[config.mk]
export PLATFORM = sky130hd
export DESIGN_NAME = key_history
export DESIGN_NICKNAME = d
export VERILOG_FILES = /design/src/rtl/key_history_pkg.sv /design/src/rtl/key_history_rise_detect.sv /design/src/rtl/key_history.sv
export SDC_FILE = /design/constraint.sdc
export NUM_CORES = 1
export LEC_CHECK = 0
export ABC_AREA = 1
export ABC_CLOCK_PERIOD_IN_PS = 2260
export CELL_PAD_IN_SITES_DETAIL_PLACEMENT = 0
export CELL_PAD_IN_SITES_GLOBAL_PLACEMENT = 1
export CORE_MARGIN = 1
export CORE_UTILIZATION = 25
export DETAILED_ROUTE_END_ITERATION = 12
export PLACE_DENSITY = 0.62
export REMOVE_ABC_BUFFERS = 1
export SYNTH_ARGS = -nofsm -noshare
export SYNTH_HDL_FRONTEND = slang
export SYNTH_HIERARCHICAL = 1
export SYNTH_SLANG_ARGS = --single-unit
[constraint.sdc]
create_clock -name clk -period 2.26 [get_ports clk]
set_clock_uncertainty 0.1 [all_clocks]
set_input_delay 0.226 -clock clk [delete_from_list [all_inputs] [get_ports clk]]
set_output_delay 0.226 -clock clk [all_outputs]
set_load 0.05 [all_outputs]
[src/rtl/key_history_pkg.sv]
// Shared types and defaults for the keypad digit history.
// The operation decode lives here so every user sees the same priority order.
package key_history_pkg;

    localparam int DEFAULT_DEPTH = 2;
    localparam int DEFAULT_KEY_W = 16;

    typedef enum logic [2:0] {
        OP_HOLD,
        OP_PUSH,
        OP_POP,
        OP_REPLACE,
        OP_CLEAR
    } hist_op_t;

    // clear > replace > push > pop > hold
    function automatic hist_op_t decode_op(
        input logic clear,
        input logic accept,
        input logic backspace
    );
        hist_op_t op;
        op = OP_HOLD;
        if (clear) begin
            op = OP_CLEAR;
        end else if (accept && backspace) begin
            op = OP_REPLACE;
        end else if (accept) begin
            op = OP_PUSH;
        end else if (backspace) begin
            op = OP_POP;
        end
        return op;
    endfunction

endpackage

[src/rtl/key_history_rise_detect.sv]
// Single-cycle pulse on a 0->1 transition of a level input.
// The delayed copy clears on reset, so an input already high after release counts as an edge.
module rise_detect (
    input  logic clk,
    input  logic reset,
    input  logic in,
    output logic pulse
);

    logic in_q;

    always_ff @(posedge clk) begin
        if (!reset) begin
            in_q <= 1'b0;
        end else begin
            in_q <= in;
        end
    end

    assign pulse = in & ~in_q;

endmodule

[src/rtl/key_history.sv]
// Shift-register history of entered keypad digits, newest at index 0.
// Supports push, backspace (pop), replace-newest and clear, with change/drop pulses.
module key_history
    import key_history_pkg::*;
#(
    parameter int DEPTH     = DEFAULT_DEPTH,
    parameter int KEY_W     = DEFAULT_KEY_W,
    parameter int EDGE_MODE = 1
) (
    input  logic                         clk,
    input  logic                         reset,
    input  logic                         new_key,
    input  logic [KEY_W-1:0]             key_value,
    input  logic                         backspace,
    input  logic                         clear,
    output logic [DEPTH*KEY_W-1:0]       digits,
    output logic [$clog2(DEPTH+1)-1:0]   count,
    output logic                         full,
    output logic                         updated,
    output logic                         dropped
);

    localparam int               CNT_W   = $clog2(DEPTH + 1);
    localparam logic [CNT_W-1:0] DEPTH_C = CNT_W'(DEPTH);
    localparam logic [CNT_W-1:0] ONE_C   = CNT_W'(1);

    logic             accept;
    hist_op_t         op;
    logic [KEY_W-1:0] mem [DEPTH];
    logic [CNT_W-1:0] count_r;
    logic             updated_r;
    logic             dropped_r;
    logic             is_empty;
    logic             is_full;

    generate
        if (EDGE_MODE != 0) begin : g_edge
            rise_detect u_rise (
                .clk   (clk),
                .reset (reset),
                .in    (new_key),
                .pulse (accept)
            );
        end else begin : g_level
            assign accept = new_key;
        end
    endgenerate

    always_comb begin
        op = decode_op(clear, accept, backspace);
    end

    assign is_empty = (count_r == '0);
    assign is_full  = (count_r == DEPTH_C);

    // Slots at or above count are kept at zero by every operation, so the
    // flattened view can expose the array directly.
    always_ff @(posedge clk) begin
        if (!reset) begin
            for (int i = 0; i < DEPTH; i++) begin
                mem[i] <= '0;
            end
            count_r   <= '0;
            updated_r <= 1'b0;
            dropped_r <= 1'b0;
        end else begin
            updated_r <= 1'b0;
            dropped_r <= 1'b0;
            case (op)
                OP_CLEAR: begin
                    for (int i = 0; i < DEPTH; i++) begin
                        mem[i] <= '0;
                    end
                    count_r   <= '0;
                    updated_r <= 1'b1;
                end
                OP_REPLACE: begin
                    mem[0] <= key_value;
                    if (is_empty) begin
                        count_r <= ONE_C;
                    end
                    updated_r <= 1'b1;
                end
                OP_PUSH: begin
                    mem[0] <= key_value;
                    for (int i = 1; i < DEPTH; i++) begin
                        mem[i] <= mem[i-1];
                    end
                    if (is_full) begin
                        dropped_r <= 1'b1;
                    end else begin
                        count_r <= count_r + ONE_C;
                    end
                    updated_r <= 1'b1;
                end
                OP_POP: begin
                    if (!is_empty) begin
                        for (int i = 0; i < DEPTH - 1; i++) begin
                            mem[i] <= mem[i+1];
                        end
                        mem[DEPTH-1] <= '0;
                        count_r      <= count_r - ONE_C;
                        updated_r    <= 1'b1;
                    end
                end
                default: begin
                end
            endcase
        end
    end

    generate
        for (genvar gi = 0; gi < DEPTH; gi++) begin : g_flat
            assign digits[KEY_W*gi +: KEY_W] = mem[gi];
        end
    endgenerate

    assign count   = count_r;
    assign full    = is_full;
    assign updated = updated_r;
    assign dropped = dropped_r;

endmodule

==> results of run 1 <==
[cell families after synthesis]
| family | count (synthesis) | share of synthesized area |
|---|---|---|
| compound gates | 5 | 0.0177 |
| buf+inv | 35 | 0.0948 |
| flops | 37 | 0.600 |
| simple gates | 97 | 0.287 |
[layout make-up]
cell class                      count  area, µm²
Inverter                           27        101
Fill cell                         684       4230
Clock inverter                      3       41.3
Multi-Input combinational cell    102        539
Timing Repair Buffer               64        636
Tap cell                           96        120
Sequential cell                    37       1060
Clock buffer                        5       68.8
[Yosys cell counts, types with 2 or more instances]
cell / number / area, µm²
nand3_1: 25 / 125
edfxtp_1: 32 / 961
nand2_1: 33 / 124
inv_1: 27 / 101
nor2_4: 2 / 22.5
a21oi_1: 2 / 10.0
nor2_1: 20 / 75.1
buf_2: 3 / 15.0
nor2_2: 3 / 18.8
nand3_2: 10 / 100
dfxtp_1: 5 / 100
[routing by layer]
| layer | wire, µm | vias to the layer above |
|---|---|---|
| li1 | - | 689 |
| met1 | 2050 | 597 |
| met2 | 1830 | 42 |
| met3 | 294 | 5 |
| met4 | 39 | 0 |
| met5 | 0 | - |
[registers in the layout (all words and copies together) (netlist names)]
| signal | cells |
|---|---|
| count | 2 |
| dropped | 1 |
| updated | 1 |
| g_edge.u_rise/in_q | 1 |
| mem | 32 |
[cell usage in the layout, fill, tap and decap left out, types with 2 or more instances in the layout]
master           instances
nand2_1                 33
a21oi_1                  2
dfxtp_1                  5
edfxtp_1                32
nand3_2                 10
nor2_2                   3
nor2_1                  20
clkbuf_8                 5
inv_1                   27
nand3_1                 25
nor2_4                   2
clkdlybuf4s50_1         57
buf_4                    6
[report_power, final]
part / switching, µW / internal [µW] / total (µW)
combinational: 303 / 155 / 458
clock: 235 / 325 / 560
sequential: 38.0 / 793 / 831
[per-stage QoR]
| stage | setup WS [ns] | util | TNS [ns] | instances | hold WS [ns] |
|---|---|---|---|---|---|
| finish | 0.164 | 0.378 | 0 | 334 | 0.394 |
| global route | 0.0226 | 0.378 | 0 | 334 | 0.435 |
| CTS | 0.141 | 0.378 | 0 | 334 | 0.390 |
| detailed placement | 0.291 | 0.362 | 0 | 326 | 0.472 |
| global placement | 0.331 | 0.362 | 0 | 326 | 0.471 |
| floorplan | -0.0252 | - | -0.403 | 166 | 0.219 |
[worst max-delay path, stage by stage (launching register included)]
cell and delay [ns]:
dfxtp_1 0.51, inv_1 0.10, nand2_1 0.13, inv_1 0.05, clkdlybuf4s50_1 0.69
[final timing paths]
path,from,endpoint,slack [ns],cells after the start
min reg2reg,mem[0][9],mem[0][25],0.48,2
max reg2reg,count[0],mem[0][4],0.69,5
min,new_key,g_edge.u_rise/in_q,0.39,3
max,count[0],full,0.16,4
==> flow_metrics.py, run 1 <==
metrics = {
    "pwr": {
        "power_density_mw_per_mm2": 720,
        "irDropWorstVdd_mv": 0.261,
        "power_leakage_uw": 0.00105,
        "power_uw": 1850,
    },
    "timing": {
        "tightest_slew_ns": 0.505,
        "setup_viol": 0,
        "fin_crit_ns": 2.10,
        "slew_viol_final": 0,
        "timing.slew.headroom": 0.662,
        "rsz0062_at_grt": "false",
        "hold_viol": 0,
        "timing.final.crit_share": 0.927,
        "clock.fmax_ghz": 0.477,
    },
    "die": {
        "initial_core_util": 0.260,
        "core_mm2": 0.00679,
        "dieArea_mm2": 0.00741,
        "chipWidth_um": 86.1,
        "pin_count": 58,
        "placementRows": 30,
        "die_y_um": 86.1,
    },
    "synthesis": {
        "synthCells": 174,
        "seq_area_frac_synth": 0.600,
        "synth_flop_cell": "edfxtp_1",
        "yosysWarnings": 6,
        "synthArstFlopShare": 0,
        "avgSynthCellArea_um2": 10.2,
        "ys_ff_latch": 37,
        "synth_edf_count": 32,
        "ys_types": 23,
        "netlist_area_mm2": 0.00177,
    },
    "grt": {
        "grt_use_total": 0.120,
        "grt.met2_usage": 0.183,
        "antenna_found_initial": 0,
        "grt.busiest_layer": "met2",
        "grt_pass1_wl_um": 6510,
        "met1_usage": 0.166,
        "grt_use_met3": 0.0356,
        "grt_max_degree": 17,
        "first_global_vias": 1295,
        "gr-total-overflow": 0,
    },
    "routing": {
        "wl_per_cell_um": 12.6,
        "postRouteAntennaNets": 0,
        "route.detailed.drc": 0,
        "drt_iter0_markers": 31,
        "routed_via_density": 3.99,
        "first_pass_iters": 4,
        "dr_total_vias": 1333,
        "finalWirelength_um": 4210,
    },
    "setup_path": {
        "crit_arrival_ns": 1.77,
        "startpoint_type": "flop",
        "critPathRequiredTime_ns": 1.93,
        "critPathKind": "flop to output port",
        "end_kind": "output port",
        "crit_fanout": 9,
    },
    "clock_network": {
        "postCtsResizedCells": 0,
        "cts_tree": "yes",
        "root_buffer": "clkbuf_8",
        "cts_buffers": 5,
        "clockBufferDepth": 2,
        "htreeDepth": 2,
        "postCtsHoldBufs": 0,
        "postCtsSetupRepairBufs": 0,
        "cts.sinks": 37,
        "path_clk_slew_ns": 0.07,
        "clk_latency_ns": 0.29,
    },
    "worst_hold_path": {
        "hold_path.class": "primary input to flop",
    },
    "finish": {
        "syn2layout_area_growth_pct": 45.2,
        "final_nets": 258,
        "drive_gt1_frac": 0.139,
        "antenna_cells": 0,
        "fin_area_mm2": 0.00257,
    },
    "flow_run": {
        "maxCapViolCount": 0,
    },
    "place": {
        "place_congestion": 0.794,
        "place.port_buffers": 57,
        "dpl.hpwl_um": 2990,
        "place_area_mm2": 0.00246,
    },
    "outcome": {
        "status": "completed",
    },
}
No activity file was read; power rests on OpenSTA's default activity.
==> run 2: changes to the inputs <==
ABC_CLOCK_PERIOD_IN_PS = 2500   (was 2260)
clock period = 2.5 ns   (was 2.26 ns; I/O delays follow)
==> run 2 against run 1 <==
Worst hold slack gained 0.0070 ns. Utilization down 0.76 points. Design area shrank 2.0%. Sequential share of layout area rose by 0.84 points. Sequential power is 9.5% lower. Worst setup slack better by 0.21 ns. Register-to-register slack better by 0.16 ns. Global-route usage grew 0.53 points. Non-clock buffer count shrank 2. Combinational power is 11% lower. Power fell by 15%. Die area unchanged. Critical path type unchanged. Highest routed layer unchanged.
==> flow_metrics.py, run 2 (synthesis gave the netlist of run 1 again) <==
metrics = {
    "outcome": {
        "status": "completed",
    },
    "grt": {
        "first_global_vias": 1318,
        "antenna_found_initial": 0,
        "grt_pass1_wl_um": 6720,
        "grt_use_total": 0.125,
        "gr-total-overflow": 0,
        "grt_max_degree": 22,
    },
    "routing": {
        "dr_total_vias": 1360,
        "wl_met3_um": 267,
        "drt_iter0_markers": 65,
        "top_layer": "met4",
        "dr_wl_met2_um": 1930,
        "finalWirelength_um": 4260,
        "wl_per_cell_um": 12.8,
        "postRouteAntennaNets": 0,
        "route.detailed.drc": 0,
        "first_pass_iters": 4,
        "routed_via_density": 4.10,
        "met1Wirelength_um": 2010,
    },
    "pwr": {
        "power_uw": 1580,
        "power_leakage_uw": 0.00103,
        "irDropWorstVdd_mv": 0.191,
        "power_density_mw_per_mm2": 626,
    },
    "finish": {
        "drive_gt1_frac": 0.131,
        "largest_register": "mem",
        "syn2layout_area_growth_pct": 42.3,
        "nFillCells": 701,
        "largest_reg_flops": 32,
        "utilization": 0.370,
        "multi_input_area_um2": 539,
        "fin_area_mm2": 0.00252,
        "antenna_cells": 0,
        "seqCellArea_mm2": 0.00106,
        "final_nets": 256,
        "layout_common_cells": "clkdlybuf4s50_1 (57), nand2_1 (33), edfxtp_1 (32)",
        "final_common_cell": "clkdlybuf4s50_1",
    },
    "timing": {
        "tightest_slew_ns": 0.780,
        "tns_ns": 0,
        "setup_viol": 0,
        "clock.fmax_ghz": 0.470,
        "rsz0062_at_grt": "false",
        "fin_crit_ns": 2.13,
        "hold_viol": 0,
        "timing.slew.headroom": 0.479,
        "slew_viol_final": 0,
        "timing.final.crit_share": 0.852,
    },
    "flow_run": {
        "maxCapViolCount": 0,
    },
    "clock_network": {
        "htreeDepth": 2,
        "path_clk_slew_ns": 0.08,
        "postCtsHoldBufs": 0,
        "clockBufferDepth": 2,
        "postCtsResizedCells": 0,
        "cts_tree": "yes",
        "root_buffer": "clkbuf_8",
        "clk_latency_ns": 0.29,
        "cts_buffers": 5,
        "cts.sinks": 37,
        "postCtsSetupRepairBufs": 0,
    },
    "die": {
        "dieArea_mm2": 0.00741,
        "placementRows": 30,
        "core_mm2": 0.00679,
        "chipWidth_um": 86.1,
        "pin_count": 58,
        "die_y_um": 86.1,
        "initial_core_util": 0.260,
    },
    "setup_path": {
        "crit_arrival_ns": 1.78,
        "crit_fanout": 9,
        "startpoint_type": "flop",
        "critPathKind": "flop to output port",
        "critPathRequiredTime_ns": 2.15,
        "end_kind": "output port",
    },
    "place": {
        "place_area_mm2": 0.00243,
        "place_congestion": 0.764,
        "place.port_buffers": 57,
        "dpl.hpwl_um": 2910,
    },
    "worst_hold_path": {
        "hold_path.class": "primary input to flop",
    },
}
==> run 2: cell count changes in the layout (fill, tap and decap cells not counted), sizes merged <==
cell,delta
bufinv,-1
buf,-2
clkinv,+2
clkinvlp,-1
==> run 2: where the power goes <==
group          internal, µW  switching (µW)
sequential              717            34.7
combinational           135             272
clock                   193             224
total                  1050             530
==> run 2: worst paths after layout <==
kind / to / slack (ns) / cells past startpoint / startpoint
max: full / 0.37 / 4 / count[0]
min: g_edge.u_rise/in_q / 0.40 / 3 / new_key
max reg2reg: mem[0][3] / 0.85 / 5 / count[0]
min reg2reg: mem[0][31] / 0.49 / 2 / mem[0][15]
==> run 2: per-stage QoR <==
| step | worst slack (ns) | hold slack [ns] | instances |
|---|---|---|---|
| finish | 0.371 | 0.401 | 332 |
| global route | 0.251 | 0.422 | 332 |
| CTS | 0.356 | 0.398 | 332 |
| detailed placement | 0.224 | 0.473 | 324 |
| global placement | 0.233 | 0.460 | 324 |
| floorplan | 0.215 | 0.243 | 166 |
==> run 2: critical path, cell delays in order (launching register included) <==
cell,delay (ns)
dfxtp_1,0.53
inv_1,0.10
nand2_1,0.12
inv_1,0.05
clkdlybuf4s50_1,0.69
==> run 2: metal layers <==
metal  vias up  track usage
met5         -            0
met2        45        0.187
met3         4       0.0395
met4         0       0.0545
li1        682            -
met1       629        0.167
==> run 2: layout make-up <==
class	count	share of cell area
Clock buffer	5	0.0273
Clock inverter	3	0.00696
Inverter	27	0.0403
Multi-Input combinational cell	102	0.214
Sequential cell	37	0.422
Tap cell	96	0.0477
Timing Repair Buffer	62	0.242
